--- config.mk ---
export PLATFORM = sky130hd
export DESIGN_NAME = spectrum_writer
export DESIGN_NICKNAME = d
export VERILOG_FILES = /design/src/rtl/spectrum_writer.sv
export SDC_FILE = /design/constraint.sdc
export NUM_CORES = 1
export LEC_CHECK = 0
export CAP_MARGIN = 25
export CORE_MARGIN = 1
export CORE_UTILIZATION = 48
export DETAILED_ROUTE_END_ITERATION = 12
export GPL_TIMING_DRIVEN = 0
export PLACE_DENSITY = 0.84
export SYNTH_ARGS = -nofsm -noshare
export SYNTH_HDL_FRONTEND = slang
export SYNTH_SLANG_ARGS = --single-unit
--- constraint.sdc ---
create_clock -name clk -period 2.8 [get_ports clk]
set_input_delay 0.56 -clock clk [delete_from_list [all_inputs] [get_ports clk]]
set_output_delay 0.56 -clock clk [all_outputs]
set_load 0.01 [all_outputs]
--- src/rtl/spectrum_writer.sv ---
// Spectrum writer: accepts one FFT bin at a time, writes its real and imaginary parts
// (scaled and saturated to 10 bits) into the spectrum memory, then hands off to the finder.
module spectrum_writer #(
  parameter int N_BINS    = 512,
  parameter int IM_OFFSET = 1024,
  parameter int SHIFT     = 6
) (
  input  logic               clk,
  input  logic               rst,
  input  logic               in_valid,
  output logic               in_ready,
  input  logic signed [15:0] in_re,
  input  logic signed [15:0] in_im,
  input  logic               in_last,
  output logic [10:0]        mem_addr,
  output logic signed [9:0]  mem_wdata,
  output logic               mem_we,
  output logic               find_enable,
  input  logic               find_done,
  input  logic [2:0]         find_note,
  input  logic signed [9:0]  find_diff,
  output logic [2:0]         note_out,
  output logic signed [9:0]  diff_out,
  output logic               result_valid,
  output logic               frame_err
);

  localparam int K_W = $clog2(N_BINS);
  localparam logic [K_W-1:0] K_LAST = K_W'(N_BINS - 1);

  typedef enum logic [2:0] {ACCEPT, WR_RE, WR_IM, START_FIND, WAIT_FIND} state_t;

  state_t             state;
  logic [K_W-1:0]     k;
  logic signed [15:0] im_q;
  logic               last_q;

  function automatic logic signed [9:0] sat10(input logic signed [15:0] x);
    logic signed [15:0] s;
    s = x >>> SHIFT;
    if (s > 16'sd511)       return 10'sd511;
    else if (s < -16'sd512) return -10'sd512;
    else                    return s[9:0];
  endfunction

  // Outputs are registered for the state being entered, so the write strobe,
  // address and data are all valid for the whole WR_RE / WR_IM cycle.
  always_ff @(posedge clk) begin
    if (rst) begin
      state        <= ACCEPT;
      k            <= '0;
      im_q         <= '0;
      last_q       <= 1'b0;
      in_ready     <= 1'b1;
      mem_we       <= 1'b0;
      mem_addr     <= '0;
      mem_wdata    <= '0;
      find_enable  <= 1'b0;
      note_out     <= '0;
      diff_out     <= '0;
      result_valid <= 1'b0;
      frame_err    <= 1'b0;
    end else begin
      find_enable  <= 1'b0;
      result_valid <= 1'b0;
      case (state)
        ACCEPT: begin
          if (in_valid && in_ready) begin
            im_q      <= in_im;
            last_q    <= in_last;
            in_ready  <= 1'b0;
            mem_we    <= 1'b1;
            mem_addr  <= 11'(k);
            mem_wdata <= sat10(in_re);
            state     <= WR_RE;
          end
        end
        WR_RE: begin
          mem_addr  <= 11'(k) + 11'(IM_OFFSET);
          mem_wdata <= sat10(im_q);
          state     <= WR_IM;
        end
        WR_IM: begin
          mem_we <= 1'b0;
          if (last_q && k == K_LAST) begin
            k           <= '0;
            find_enable <= 1'b1;
            state       <= START_FIND;
          end else if (!last_q && k != K_LAST) begin
            k        <= k + K_W'(1);
            in_ready <= 1'b1;
            state    <= ACCEPT;
          end else begin
            // Framing error: drop the frame, keep what was written, no find.
            frame_err <= 1'b1;
            k         <= '0;
            in_ready  <= 1'b1;
            state     <= ACCEPT;
          end
        end
        START_FIND: state <= WAIT_FIND;
        WAIT_FIND: begin
          if (find_done) begin
            note_out     <= find_note;
            diff_out     <= find_diff;
            result_valid <= 1'b1;
            in_ready     <= 1'b1;
            state        <= ACCEPT;
          end
        end
        default: begin
          mem_we   <= 1'b0;
          in_ready <= 1'b1;
          state    <= ACCEPT;
        end
      endcase
    end
  end

endmodule

=== After elaboration in Yosys (flattened, before gate mapping) ===
Cells that the tools add are included.

* Add/subtract/negate cells: 2
* Magnitude comparators: 4
* Eq/ne operators: 9
* Multiplexer cells: 22
* Bitwise gates (word level): 6
* Reduce and logical (&&, ||, !) cells: 17

{| class="wikitable"
|+ Operators by type and width
! operator !! count
|-
| 10-bit two-way mux || 5
|-
| 11-bit one-hot mux with 2 select lines || 1
|-
| 10-bit greater-than comparator (second input constant) || 2
|-
| 10-bit less-than comparator (second input constant) || 2
|-
| 10-bit one-hot mux with 2 select lines || 1
|-
| 9-bit two-way mux || 2
|-
| 3-bit one-hot mux with 5 select lines || 1
|-
| 9-bit by 11-bit adder with 11-bit output (second input constant) || 1
|-
| 11-bit two-way mux || 1
|-
| 2-bit AND reduction || 5
|-
| 9-bit by 1-bit adder with 9-bit output (second input constant) || 1
|-
| 9-bit == test (second input constant) || 1
|-
| 9-bit != test (second input constant) || 1
|-
| 3-bit by 2-bit == test with 1-bit output (second input constant) || 2
|-
| 1-bit two-way mux || 6
|-
| 3-bit two-way mux || 2
|-
| 2-bit != test (second input constant) || 3
|-
| 1-bit inverter || 6
|-
| 2-bit OR reduction || 3
|-
| 1-bit one-hot mux with 4 select lines || 1
|-
| 4-bit AND reduction || 1
|-
| 3-bit by 1-bit == test with 1-bit output (second input constant) || 1
|-
| 3-bit == test (second input constant) || 1
|-
| 1-bit logical AND || 3
|-
| 7 further kinds || 7
|}

* Flip-flop bits (word level): 68
* Bits of input ports: 50
* Output and inout bits: 39
* Word-level logic and storage cells: 73

=== Logic depth before layout (Yosys ltp) ===
Gate-level depths: netlist of run 1.

* Depth in word-level cells: 5
* Gate-level depth with buffers: 10
* Mapped depth without buffers: 9

=== Worst setup path after synthesis of run 1 ===
Ideal clock, no wire load.

* Path kind: reg-to-reg
* From: register k[0]
* To: register k[1]
* Setup time: 0.070 ns
* Arrival time: 1.635 ns
* Required time: 2.730 ns
* Path slack: 1.095 ns
* Stages on the path, launching flop included: 10
* Buffers on the path: 1
* Clock period less this slack: 1.705 ns
* Path through: dfxtp_1 > ha_1 > nand3_1 > nor2_1 > ha_1 > ha_1 > nand2b_1 > a21o_1 > clkbuf_1 > a21oi_1

* Word-level cells in the longest chain between the ends: 4
* Elaborated cells between the ends (all ways): 7
* Classes of those cells: add/sub (1); eq/ne (2); mux (2); reduce/logical (2)

{| class="wikitable"
|+ Ends and longest elaborated chain
! item !! RTL line !! RTL
|-
| from (decl) || 34 || <nowiki>logic [K_W-1:0] k;</nowiki>
|-
| from (signal assigned) || 90 || <nowiki>k <= k + K_W'(1);</nowiki>
|-
| branches (longest 3 deep; another with 9-bit by 1-bit adder with 9-bit output) || n/a ||
|-
| 9-bit two-way mux (*) || 85 || <nowiki>if (last_q && k == K_LAST) begin</nowiki>
|}

Every way passes the cells marked *.
A chain may end at the register's enable or synchronous reset.

=== Worst setup path in the final report of run 1 ===
* From: input in_valid
* To: register mem_wdata[4]

* Word-level cells in the longest chain between the ends: 3

{| class="wikitable"
|+ Ends and longest elaborated chain
! item !! RTL line !! RTL
|-
| from (decl) || 10 || <nowiki>input logic in_valid,</nowiki>
|-
| 1-bit logical AND || 68 || <nowiki>if (in_valid && in_ready) begin</nowiki>
|-
| 2-bit != test (no source line) || n/a ||
|-
| 2-bit AND reduction (no source line) || n/a ||
|-
| to (signal assigned) || 74 || <nowiki>mem_wdata <= sat10(in_re);</nowiki>
|-
| to (signal assigned) || 80 || <nowiki>mem_wdata <= sat10(im_q);</nowiki>
|-
| to (decl) || 16 || <nowiki>output logic signed [9:0] mem_wdata,</nowiki>
|}

Every way passes these cells.

==> Flow_metrics.wiki, run 1 <==
{| class="wikitable"
! Metric !! Value
|-
| Outcome || finished clean
|-
| All-layer global routing usage || 0.259
|-
| Part of the power in registers || 0.499
|-
| Multi-input combinational cell area || 1190 um2
|-
| Critical path capture point type || flop
|-
| Htree depth || 3
|-
| Number of flops mapped to enable cells by yosys || 0
|-
| Internal portion of total power || 1.38 mW
|-
| Max-slew violation count || 0
|-
| Buffers inserted during post-CTS setup optimization || 0
|-
| Resized Gates After CTS || 0
|-
| Ratio of total power to cell area || 528 nW/um2
|-
| RR Endpoint || k[2]$_SDFFE_PP0N_
|-
| Clock tree from TritonCTS || built
|-
| DP Cell Count || 449
|-
| Final worst path period need || 2100 ps
|-
| Commonest register cell after synthesis || dfxtp_1
|-
| Reg2reg path depth || 9
|-
| Count of TritonRoute iterations in the first routing pass || 4
|-
| Reg clk slew, reported paths || 60 ps
|-
| Area overhead of the layout relative to synthesis || 38.9%
|-
| Switching component of the power || 481 uW
|-
| Final weighted congestion in routability-driven placement || 0.819
|-
| Fraction of final layout cells sized beyond drive strength 1 || 0.0838
|-
| Wire per inst || 14.2 um
|-
| Global-route wire length before repair || 10.7 mm
|-
| Critical path fanouts, max || 10
|-
| Kind of launch point of the worst setup path || primary input
|-
| Crit path capture || mem_wdata[4]$_SDFFE_PP0P_
|-
| Worst rel slew slack || 0.443
|-
| # IOs || 89
|-
| Synth top area cells || dfxtp_1 (48%), a21oi_1 (11%), nand2_1 (8.0%), o21ai_0 (4.9%), nand3_1 (4.7%)
|-
| Most repeated cell in the gate-level netlist after synthesis || dfxtp_1
|-
| Reg2Reg Setup Slack || 770 ps
|-
| Total of max-cap violations || 0
|-
| Worst Setup Path Type || primary input to flop
|-
| Number of buffers added by the clock tree synthesis step || 9
|-
| Final standard cell count with taps included and fillers excluded || 464
|-
| CTS Buffer Depth || 2
|-
| Total number of placement rows || 26
|-
| Clk pwr share || 0.355
|-
| Routed vias || 2533
|-
| Sink count of the clock tree || 61
|-
| Combinational share of power || 0.146
|-
| Setup TNS || 0 ps
|-
| Antenna-violating nets left || 0
|-
| Count of hold-fix buffers inserted at cts || 0
|-
| Number of nets in the layout || 444
|-
| Remaining routing DRC violations || 0
|-
| HPWL after detailed placement || 4.55 mm
|-
| Unrepaired setup endpoints after global routing || false
|-
| Number of global-route vias before repair || 2326
|-
| Total power after layout || 1.86 mW
|-
| Portion of the clock cycle consumed by the worst path in the final layout || 0.751
|-
| Clock latency on the worst-skew pair || 340 ps
|-
| RR Startpoint || k[0]$_SDFFE_PP0N_
|-
| Number of filler cells placed in the layout || 425
|-
| Final-report setup violation count || 0
|-
| Leakage || 1.24 nW
|-
| Core Area || 5110 um2
|-
| Register area || 1220 um2
|-
| Chip Height || 74.7 um
|-
| Number of buffers added on ports || 74
|-
| Post-synth cell types || 36
|-
| Data required time of the critical path || 3040 ps
|-
| Root buffer cell || clkbuf_8
|-
| Setup skew after layout || 4.04 ps
|-
| Nets in the synthesized netlist || 359
|-
| DIE WIDTH || 74.7 um
|-
| Top-area cell type share of the netlist area || 0.481
|-
| Fraction of the yosys area taken by sequential cells || 0.481
|-
| Critical path launch point || in_valid
|-
| Worst setup slack after layout || 696 ps
|-
| Post-synthesis sequential element count || 61
|-
| Worst-case vdd ir drop || 348 uV
|-
| Starting DRC count in detailed routing || 122
|-
| Area of the die || 5580 um2
|-
| Path category of the worst min-delay check || flop to flop
|-
| Mean number of vias per cell || 5.46
|-
| Final hold violations || 0
|-
| Yosys top cell by area || dfxtp_1
|-
| Area of the mapped netlist || 2540 um2
|-
| Share of flip-flops with an asynchronous set or reset || 0
|-
| Initial antenna violation count || 0
|-
| Transition at the pin with the smallest max-transition slack || 835 ps
|-
| Layout Utilization || 0.690
|-
| Count of warnings emitted by yosys || 0
|-
| Worst slack at placement || 371 ps
|-
| Synthesized area per cell || 8.32 um2
|-
| Fmax achieved || 475 MHz
|-
| Net Sw Frac || 0.258
|-
| Count of antenna diodes in the layout || 0
|-
| Syn Inst Count || 305
|-
| Total wire length || 6.60 mm
|-
| Total congestion overflow || 0
|-
| Synth cell count leaders || dfxtp_1 (61), a21oi_1 (57), nand2_1 (54)
|-
| Starting Density || 0.497
|-
| Pin count of the biggest net entering global routing || 11
|-
| Critical path data arrival time || 2340 ps
|}
-- worst max-delay path: stages --
cell	delay (ps)
clkdlybuf4s50_1	520
a21oi_1	720
nor2_2	240
a311oi_1	300
-- logic make-up (layout without fill, tap and decap cells) --
kind of cell / count (synthesis) / in the layout / share of synthesized area
xor+xnor: 1 / 1 / 0.00345
flops: 61 / 61 / 0.481
fa+ha+maj: 4 / 4 / 0.0197
simple gates: 111 / 111 / 0.222
buf+inv: 26 / 115 / 0.0479
compound gates: 101 / 101 / 0.224
other cells: 1 / 1 / 0.00148
-- cells in the final DEF, fill, tap and decap left out, types with 2 or more instances in the layout --
cell type / Yosys / layout
nand3b_1: 5 / 5
nand3_1: 24 / 24
or3_1: 3 / 3
nor2_1: 7 / 7
o31ai_1: 3 / 3
dfxtp_1: 61 / 61
clkinv_2: 0 / 2
clkbuf_1: 11 / 14
or2_2: 3 / 3
inv_1: 3 / 3
nand2_1: 54 / 54
o21bai_1: 2 / 2
a21o_1: 2 / 2
a311oi_1: 10 / 10
ha_1: 4 / 4
a21oi_1: 57 / 57
clkdlybuf4s50_1: 0 / 74
nor2_2: 2 / 2
clkbuf_8: 0 / 10
o21ai_0: 25 / 25
or4_1: 3 / 3
buf_2: 9 / 9
-- how the worst min path moves through the flow --
stage               slack, ps                        end  cells past startpoint                     start
finish                    450   diff_out[2]$_SDFFE_PP0P_                      2  diff_out[2]$_SDFFE_PP0P_
global route              480   diff_out[2]$_SDFFE_PP0P_                      2  diff_out[2]$_SDFFE_PP0P_
CTS                       450   diff_out[6]$_SDFFE_PP0P_                      2  diff_out[6]$_SDFFE_PP0P_
detailed placement        450   diff_out[6]$_SDFFE_PP0P_                      2  diff_out[6]$_SDFFE_PP0P_
global placement          440   diff_out[1]$_SDFFE_PP0P_                      2  diff_out[1]$_SDFFE_PP0P_
floorplan                 450  mem_wdata[9]$_SDFFE_PP0P_                      2     im_q[15]$_SDFFE_PP0P_
-- layout make-up --
type | instances | area share
clock inverter | 2 | 0.00284
timing repair buffer | 74 | 0.210
inverter | 3 | 0.00320
buffer | 23 | 0.0313
clock buffer | 13 | 0.0423
tap | 70 | 0.0249
multi-input combinational | 218 | 0.339
sequential | 61 | 0.347
-- metrics by stage --
stage                     hold slack, ps  area (um2)
after floorplan                      452        2540
after global placement               442        3360
after detailed placement             446        3360
after CTS                            454        3520
after global routing                 475        3520
final                                453        3520
-- power groups by stage --
| stage | sequential [mW] | clock (mW) | combinational [mW] |
|---|---|---|---|
| floorplan | 0.952 | 0 | 0.127 |
| global placement | 0.946 | 0 | 0.262 |
| detailed placement | 0.947 | 0 | 0.268 |
| CTS | 0.928 | 0.662 | 0.270 |
| global route | 0.932 | 0.712 | 0.296 |
| finish | 0.928 | 0.661 | 0.271 |
-- routing by layer --
| layer | part of all wire | vias up | track usage |
|---|---|---|---|
| li1 | - | 1252 | - |
| met1 | 0.42 | 1195 | 0.314 |
| met2 | 0.50 | 74 | 0.428 |
| met3 | 0.054 | 12 | 0.0683 |
| met4 | 0.021 | 0 | 0.128 |
| met5 | 0 | - | 0 |
-- registers in the layout (all words and copies together), names as in the netlist --
signal	cells
mem_addr	10
in_ready	1
im_q	10
mem_we	1
result_valid	1
frame_err	1
mem_wdata	10
last_q	1
state	3
find_enable	1
diff_out	10
note_out	3
k	9
Note: power is estimated with default switching activity, not from simulation.
==> run 2, diff against run 1 <==
Settings changed: CORE_UTILIZATION 48 to 45, PLACE_DENSITY 0.84 to 0.8.
Clock period 2.8 ns to 2 ns, I/O delays scaled along.
==> run 2 against run 1 <==
  * Sequential power increased by 40%
  * Non-clock buffer count decreased by 1
  * Hold slack got worse by 0.70 ps
  * Power increased by 43%
  * Wire length decreased by 2.1%
  * Highest routed layer unchanged
  * Register-to-register slack got worse by 600 ps
==> Flow_metrics.wiki, run 2 (synthesis gave the netlist of run 1 again) <==
{| class="wikitable"
! Metric !! Value
|-
| Outcome || finished clean
|-
| Leakage || 1.24 nW
|-
| Total of max-cap violations || 0
|-
| Clock latency on the worst-skew pair || 340 ps
|-
| # IOs || 89
|-
| Critical path data arrival time || 2040 ps
|-
| Commonest cells after routing, fill and taps aside || clkdlybuf4s50_1 (74), dfxtp_1 (61), a21oi_1 (57), nand2_1 (54), o21ai_0 (25)
|-
| Final weighted congestion in routability-driven placement || 0.834
|-
| Kind of launch point of the worst setup path || flop
|-
| Worst Setup Path Type || flop to flop
|-
| Core Area || 5270 um2
|-
| Count of antenna diodes in the layout || 0
|-
| Pin count of the biggest net entering global routing || 11
|-
| Global-route wire length before repair || 10.7 mm
|-
| Total number of placement rows || 26
|-
| Remaining routing DRC violations || 0
|-
| Final-report setup violation count || 0
|-
| Crit path capture || state[0]$_SDFFE_PP0P_
|-
| Starting Density || 0.481
|-
| Worst setup slack after layout || 169 ps
|-
| Chip Height || 77.1 um
|-
| Htree depth || 3
|-
| Worst-case vdd ir drop || 507 uV
|-
| RR Startpoint || k[0]$_SDFFE_PP0N_
|-
| Mean number of vias per cell || 5.43
|-
| Ratio of total power to cell area || 752 nW/um2
|-
| Starting DRC count in detailed routing || 138
|-
| Area overhead of the layout relative to synthesis || 39.6%
|-
| Antenna-violating nets left || 0
|-
| Root buffer cell || clkbuf_8
|-
| Data required time of the critical path || 2210 ps
|-
| Final standard cell count with taps included and fillers excluded || 463
|-
| Critical path launch point || k[0]$_SDFFE_PP0N_
|-
| Global-route track usage on met3 || 0.0548
|-
| Fraction of met1 tracks used by global routing || 0.266
|-
| Setup skew after layout || 3.90 ps
|-
| Number of buffers added on ports || 74
|-
| RR Endpoint || state[0]$_SDFFE_PP0P_
|-
| Global routing met2 resource utilization || 0.382
|-
| Critical path fanouts, max || 4
|-
| Number of nets in the layout || 443
|-
| Total congestion overflow || 0
|-
| Critical path capture point type || flop
|-
| HPWL after detailed placement || 4.60 mm
|-
| Reg2reg path depth || 7
|-
| Sink count of the clock tree || 61
|-
| Area of the die || 5940 um2
|-
| Final hold violations || 0
|-
| Worst rel slew slack || 0.515
|-
| Routed vias || 2515
|-
| Number of filler cells placed in the layout || 451
|-
| Max-slew violation count || 0
|-
| Unrepaired setup endpoints after global routing || false
|-
| Transition at the pin with the smallest max-transition slack || 728 ps
|-
| Total wire length || 6.46 mm
|-
| DP Cell Count || 449
|-
| Portion of the clock cycle consumed by the worst path in the final layout || 0.916
|-
| Reg clk slew, reported paths || 60 ps
|-
| Most common cell after layout, fill and taps aside || clkdlybuf4s50_1
|-
| Count of TritonRoute iterations in the first routing pass || 4
|-
| Initial antenna violation count || 0
|-
| Fraction of final layout cells sized beyond drive strength 1 || 0.0891
|-
| CTS Buffer Depth || 2
|-
| Global routing's busiest layer || met2
|-
| Number of buffers added by the clock tree synthesis step || 9
|-
| Path category of the worst min-delay check || flop to flop
|-
| Worst slack at placement || -156 ps
|-
| Fmax achieved || 546 MHz
|-
| Number of global-route vias before repair || 2428
|-
| DIE WIDTH || 77.1 um
|-
| Wire per inst || 14.0 um
|-
| All-layer global routing usage || 0.231
|-
| Start point of the worst min-delay path || diff_out[7]$_SDFFE_PP0P_
|-
| Final worst path period need || 1830 ps
|-
| Clock tree from TritonCTS || built
|-
| Reg2Reg Setup Slack || 170 ps
|}
[run 2: changes by cell type in the layout (fill, tap and decap cells not counted), sizes merged]
cell	before	now
clkinv	2	1
[run 2: worst min-delay path by stage]
stage	to	slack [ps]	cells past startpoint
after floorplan	mem_wdata[9]$_SDFFE_PP0P_	450	2
after global placement	diff_out[2]$_SDFFE_PP0P_	440	2
after detailed placement	diff_out[7]$_SDFFE_PP0P_	450	2
after CTS	diff_out[7]$_SDFFE_PP0P_	450	2
after global routing	diff_out[0]$_SDFFE_PP0P_	480	2
final	diff_out[7]$_SDFFE_PP0P_	450	2
[run 2: critical path, stage by stage, from the launching register on]
cell       delay (ps)
dfxtp_1           400
ha_1              250
nand3_1            90
nor2_1            120
ha_1              190
ha_1              210
nand2_1            70
a2111oi_0         370
[run 2: stage by stage]
stage | utilization | hold slack, ps | area [um2] | total power, mW | TNS [ps]
after global routing | 0.672 | 476 | 3540 | 2.77 | 0
after CTS | 0.671 | 455 | 3540 | 2.68 | 0
final | 0.672 | 452 | 3540 | 2.66 | 0
after detailed placement | 0.638 | 446 | 3360 | 1.70 | -1280
after global placement | 0.638 | 441 | 3360 | 1.69 | -1460
after floorplan | - | 452 | 2540 | 1.51 | 0
[run 2: layout make-up]
class	instances	area, um2	area share
sequential	61	1220	0.345
multi-input combinational	218	1190	0.338
timing repair buffer	74	741	0.209
clock buffer	14	173	0.0488
buffer	22	106	0.0300
tap	70	87.6	0.0247
inverter	3	11.3	0.00318
clock inverter	1	5.00	0.00141
[run 2: per-layer routing]
layer	share of wire	vias up	routed length, um
met5	0	-	0
met4	0.027	0	177
met3	0.056	15	362
met2	0.48	83	3080
met1	0.44	1167	2850
li1	-	1250	-
[run 2: power by group]
group	internal, mW	switching (mW)	leakage, nW
Combinational	0.192	0.182	0.654
Clock	0.543	0.442	0.0926
Sequential	1.27	0.0352	0.496
[run 2: repair_timing]
action | CTS | global route
setup buffers | 0 | 0
gates resized for setup | 0 | 1
endpoints found under the setup margin | 4 | 9
hold buffers | 0 | 0
